**config.mk**
```make
export PLATFORM = sky130hd
export DESIGN_NAME = mem_access
export DESIGN_NICKNAME = d
export VERILOG_FILES = /design/src/rtl/mem_access_pkg.sv /design/src/rtl/mem_access_load_ext.sv /design/src/rtl/mem_access.sv
export SDC_FILE = /design/constraint.sdc
export NUM_CORES = 1
export LEC_CHECK = 0
export ABC_CLOCK_PERIOD_IN_PS = 2090
export CORE_MARGIN = 2
export CORE_UTILIZATION = 38
export DETAILED_ROUTE_END_ITERATION = 7
export PLACE_DENSITY = 0.78
export SYNTH_ARGS = -nofsm -noshare
export SYNTH_HDL_FRONTEND = slang
export SYNTH_SLANG_ARGS = --single-unit
```
**constraint.sdc**
```tcl
create_clock -name clk -period 2.09 [get_ports clk]
set_input_delay 0.209 -clock clk [delete_from_list [all_inputs] [get_ports clk]]
set_output_delay 0.209 -clock clk [all_outputs]
set_load 0.02 [all_outputs]
```
**src/rtl/mem_access_pkg.sv**
```systemverilog
// Shared definitions for the MEM stage: FSM states, aluop codes and op decode helpers.
package mem_access_pkg;

    typedef enum logic [1:0] {
        IDLE = 2'b00,
        BUSY = 2'b01,
        DONE = 2'b10
    } state_t;

    localparam logic [7:0] OP_NOP = 8'h00;
    localparam logic [7:0] OP_ADD = 8'h01;
    localparam logic [7:0] OP_LB  = 8'h20;
    localparam logic [7:0] OP_LH  = 8'h21;
    localparam logic [7:0] OP_LW  = 8'h22;
    localparam logic [7:0] OP_LBU = 8'h23;
    localparam logic [7:0] OP_LHU = 8'h24;
    localparam logic [7:0] OP_SB  = 8'h28;
    localparam logic [7:0] OP_SH  = 8'h29;
    localparam logic [7:0] OP_SW  = 8'h2a;

    function automatic logic is_load(input logic [7:0] op);
        return (op == OP_LB) || (op == OP_LH) || (op == OP_LW) ||
               (op == OP_LBU) || (op == OP_LHU);
    endfunction

    function automatic logic is_store(input logic [7:0] op);
        return (op == OP_SB) || (op == OP_SH) || (op == OP_SW);
    endfunction

    // Index of the final byte of the access (N-1 for N = 1/2/4).
    function automatic logic [1:0] last_idx(input logic [7:0] op);
        case (op)
            OP_LB, OP_LBU, OP_SB: return 2'd0;
            OP_LH, OP_LHU, OP_SH: return 2'd1;
            default:              return 2'd3;
        endcase
    endfunction

endpackage

```
**src/rtl/mem_access_load_ext.sv**
```systemverilog
// Sign/zero extension of the assembled load word according to the load opcode.
module load_ext
    import mem_access_pkg::*;
(
    input  logic [31:0] acc,
    input  logic [7:0]  aluop,
    output logic [31:0] ext
);

    always_comb begin
        case (aluop)
            OP_LB:   ext = {{24{acc[7]}}, acc[7:0]};
            OP_LBU:  ext = {24'h0, acc[7:0]};
            OP_LH:   ext = {{16{acc[15]}}, acc[15:0]};
            OP_LHU:  ext = {16'h0, acc[15:0]};
            default: ext = acc;
        endcase
    end

endmodule

```
**src/rtl/mem_access.sv**
```systemverilog
// MEM stage: passes non-memory ops through, serialises loads/stores into
// little-endian byte transfers and stalls the pipeline until they finish.
module mem_access
    import mem_access_pkg::*;
#(
    parameter int unsigned ADDR_W    = 32,
    parameter int unsigned DATA_W    = 32,
    parameter int unsigned REGADDR_W = 5,
    parameter int unsigned OP_W      = 8
) (
    input  logic                 clk,
    input  logic                 rst,
    input  logic                 stall_wb_i,
    input  logic [DATA_W-1:0]    ex_rd_data_i,
    input  logic [REGADDR_W-1:0] ex_rd_addr_i,
    input  logic                 ex_rd_enable_i,
    input  logic [OP_W-1:0]      ex_aluop_i,
    input  logic [ADDR_W-1:0]    ex_mem_addr_i,
    output logic                 mem_req_o,
    output logic                 mem_we_o,
    output logic [ADDR_W-1:0]    mem_addr_o,
    output logic [7:0]           mem_wdata_o,
    input  logic [7:0]           mem_rdata_i,
    input  logic                 mem_ack_i,
    output logic                 stallreq_o,
    output logic [DATA_W-1:0]    wb_rd_data_o,
    output logic [REGADDR_W-1:0] wb_rd_addr_o,
    output logic                 wb_rd_enable_o
);

    state_t      state, state_nx;
    logic [1:0]  cnt;
    logic [31:0] acc;
    logic [31:0] ext;
    logic [7:0]  op;

    assign op = 8'(ex_aluop_i);

    load_ext u_load_ext (
        .acc   (acc),
        .aluop (op),
        .ext   (ext)
    );

    always_ff @(posedge clk or negedge rst) begin
        if (!rst) begin
            state <= IDLE;
            cnt   <= '0;
            acc   <= '0;
        end else begin
            state <= state_nx;
            if (state == BUSY && mem_ack_i) begin
                if (is_load(op))
                    acc[{cnt, 3'b000} +: 8] <= mem_rdata_i;
                if (cnt == last_idx(op))
                    cnt <= '0;
                else
                    cnt <= cnt + 2'd1;
            end
        end
    end

    always_comb begin
        state_nx       = state;
        mem_req_o      = 1'b0;
        mem_we_o       = 1'b0;
        mem_addr_o     = '0;
        mem_wdata_o    = '0;
        stallreq_o     = 1'b0;
        wb_rd_data_o   = '0;
        wb_rd_addr_o   = '0;
        wb_rd_enable_o = 1'b0;

        case (state)
            IDLE: begin
                if (is_load(op) || is_store(op)) begin
                    state_nx = BUSY;
                end else begin
                    wb_rd_data_o   = ex_rd_data_i;
                    wb_rd_addr_o   = ex_rd_addr_i;
                    wb_rd_enable_o = ex_rd_enable_i;
                end
            end
            BUSY: begin
                mem_req_o  = 1'b1;
                mem_addr_o = ex_mem_addr_i + ADDR_W'(cnt);
                stallreq_o = 1'b1;
                if (is_store(op)) begin
                    mem_we_o    = 1'b1;
                    mem_wdata_o = ex_rd_data_i[{cnt, 3'b000} +: 8];
                end
                if (mem_ack_i && cnt == last_idx(op))
                    state_nx = DONE;
            end
            DONE: begin
                wb_rd_addr_o = ex_rd_addr_i;
                if (is_load(op)) begin
                    wb_rd_data_o   = DATA_W'(ext);
                    wb_rd_enable_o = ex_rd_enable_i;
                end
                if (!stall_wb_i)
                    state_nx = IDLE;
            end
            default: state_nx = IDLE;
        endcase

        // Reset forces every output low without waiting for the register update.
        if (!rst) begin
            mem_req_o      = 1'b0;
            mem_we_o       = 1'b0;
            mem_addr_o     = '0;
            mem_wdata_o    = '0;
            stallreq_o     = 1'b0;
            wb_rd_data_o   = '0;
            wb_rd_addr_o   = '0;
            wb_rd_enable_o = 1'b0;
        end
    end

endmodule
```
==> results.yml <==
clock_tree:
  cts_max_level: 2
  clock_path_buffers: 2
  cts_hold_buf: 0
  cts_tree: "yes"
  path_clk_slew_ns: 0.09
  root_buffer: "clkbuf_8"
  cts.sinks: 36
  cts_made_buffers: 5
  clk_latency_ns: 0.31
synthesis:
  netlist_area_sq_um: 3650
  avgSynthCellArea_sq_um: 8.44
  async_reset_ff_frac: 1.00
  yosysWarnings: 0
  synth-main-ff-cell: "dfrtp_1"
  ys_seq_elements: 36
  synth_edf_count: 0
  syn_inst: 433
  syn_nets: 531
  seq_area_frac_synth: 0.247
  synth.distinct_cells: 53
status:
  status: "finished with violations"
  violations: "setup timing"
finish:
  final_nets: 849
  antenna_cells: 0
  fill_cells: 421
  drive_gt1_frac: 0.578
  syn2layout_area_growth_pct: 119
  fin_util: 0.862
drt:
  detail_route.iter0.violations: 512
  vias: 5888
  wl_um: 23400
  drtAntennaViolNets: 0
  drc: 0
  vias_per_cell: 6.68
  post_drt_wl_per_cell_um: 26.6
  first_pass_iters: 6
worst_setup_path:
  arrival_ns: 2.64
  max_stage_delay_ns: 0.60
  required_ns: 1.88
  regToRegSetupSlack_ns: -0.30
  crit_type: "flip-flop to output port"
  cp_cell_sequence: "buf_6 -> buf_6 -> fa_2 -> nand4_1 -> or4_4 -> or3_4 -> a21oi_4 -> buf_6"
  r2r-start: "cnt[1]"
  crit_start: "cnt[1]"
  cp_top_family: "simple AND/OR/NAND/NOR gates"
  cp_num_cells: 8
  path_buf_inv: 3
  worstPathMaxFanout: 7
  worstSetupEndpoint: "mem_addr_o[20]"
  worstReg2RegEnd: "acc[24]"
  end_kind: "output port"
  cp_common_cell: "buf_6"
  startpoint_type: "flip-flop"
  cp_slowest_cell: "or4_4"
  reg2regPathDepth: 10
power_and_ir_drop:
  cellPowerDensity_nw_per_um2: 781
  p_total_mw: 6.25
  ir_worst_vdd_v: 0.000589
  power.leakage_nw: 3.43
floorplan:
  io_pins: 171
  num_rows: 35
  die_w_um: 102
  core_sq_um: 9280
  start_util: 0.394
  die_y_um: 102
  fp.dieArea_sq_um: 10400
sta:
  setup_violations: 101
  timing.fmax_mhz: 351
  tns_ns: -24.27
  maxSlewHeadroom: 0.629
  drv_slew: 0
  rsz0062_at_grt: "yes"
  hold_viol: 0
  fin_skew_ns: 0.00829
  min_period_over_period: 1.36
  worstMarginPinSlew_ns: 0.553
  finalCriticalPeriod_ns: 2.85
  fin_ws_ns: -0.759
  holdWs_ns: 0.187
global_route:
  grt_max_degree: 26
  grt_pass1_wl_um: 28800
  grt_overflow: 0
  track_usage: 0.356
  antenna_found_initial: 0
  grt_pass1_vias: 5655
place:
  io_buffers: 170
  dp_slack_ns: -1.19
  hpwl_um: 12900
  gp_congestion: 0.943
worst_hold_path:
  hold_class: "primary input to async pin"
run:
  max_cap_viol_count: 0
-- kinds of logic (layout without fill, tap and decap cells) --
logic type,count (synthesis),in the layout,share of synthesized area
simple gates,178,178,0.284
compound gates,142,142,0.306
buf+inv,48,367,0.0538
flops,36,36,0.247
xor+xnor,13,13,0.0312
fa+ha+maj,8,8,0.0295
mux,8,8,0.0493
-- power breakdown --
part / total, mW / internal (mW) / switching (mW)
logic: 4.54 / 2.14 / 2.40
registers: 0.787 / 0.741 / 0.0460
clock network: 0.917 / 0.598 / 0.319
total: 6.25 / 3.48 / 2.76
-- layout by cell type, fill, tap and decap left out, types with 16 or more instances in the layout --
cell type / netlist / layout
buf_4: 1 / 155
buf_6: 0 / 78
clkdlybuf4s50_1: 0 / 78
nand4_1: 41 / 41
dfrtp_1: 36 / 35
a21bo_2: 27 / 27
nand3_1: 25 / 23
nor2_1: 23 / 22
a21oi_4: 0 / 19
o211ai_1: 17 / 17
a21oi_2: 0 / 16
-- flip-flops by register name (all words and copies together), names as in the netlist --
register,cells
acc,32
cnt,2
state,2
-- Yosys cell counts, types with 11 or more instances --
library cell	count	share of area
dfrtp_1	36	0.25
a21oi_1	38	0.052
nor2_1	23	0.024
clkbuf_1	20	0.021
a21bo_2	27	0.074
o211ai_1	17	0.035
nand3_1	25	0.034
nand4_1	41	0.070
or4_1	14	0.029
nand2_1	17	0.017
o31ai_1	11	0.023
-- final cells by class --
class | count | area, sq um | share of cell area
clock buffers | 5 | 68.8 | 0.00860
inverters | 10 | 41.3 | 0.00516
clock inverters | 3 | 90.1 | 0.0113
multi-input cells | 349 | 3380 | 0.423
repair buffers | 349 | 3350 | 0.419
flip-flops and latches | 36 | 902 | 0.113
well taps | 129 | 161 | 0.0202
-- timing repair --
item | 4_1_cts | 5_1_grt
pin swaps | 36 | 43
setup buffers | 36 | 18
setup endpoints to repair | 111 | 112
gates resized for setup | 479 | 119
cloned | 1 | 4
-- stage by stage --
| stage | std cells | cell area (sq um) |
|---|---|---|
| after floorplan | 433 | 4080 |
| after global placement | 823 | 6800 |
| after detailed placement | 823 | 6800 |
| after CTS | 867 | 7380 |
| after global routing | 881 | 8000 |
| final | 881 | 8000 |
-- worst min path at each step --
stage                        from        to  slack (ns)  cells past startpoint
final                         rst  state[1]        0.19                      2
after global routing          rst  state[0]        0.17                      2
after CTS                     rst  state[1]        0.14                      2
after detailed placement  acc[29]   acc[29]        0.47                      1
after global placement    acc[29]   acc[29]        0.47                      1
after floorplan               rst    acc[0]       -0.09                      0
-- routing by layer --
layer	vias up	track usage	wire length (um)	share of wire
li1	2346	-	-	-
met1	2770	0.392	7590	0.32
met2	566	0.642	11400	0.49
met3	206	0.0643	2470	0.11
met4	0	0.205	1960	0.084
met5	-	0	0	0
Power figures use the tool's default switching activity.
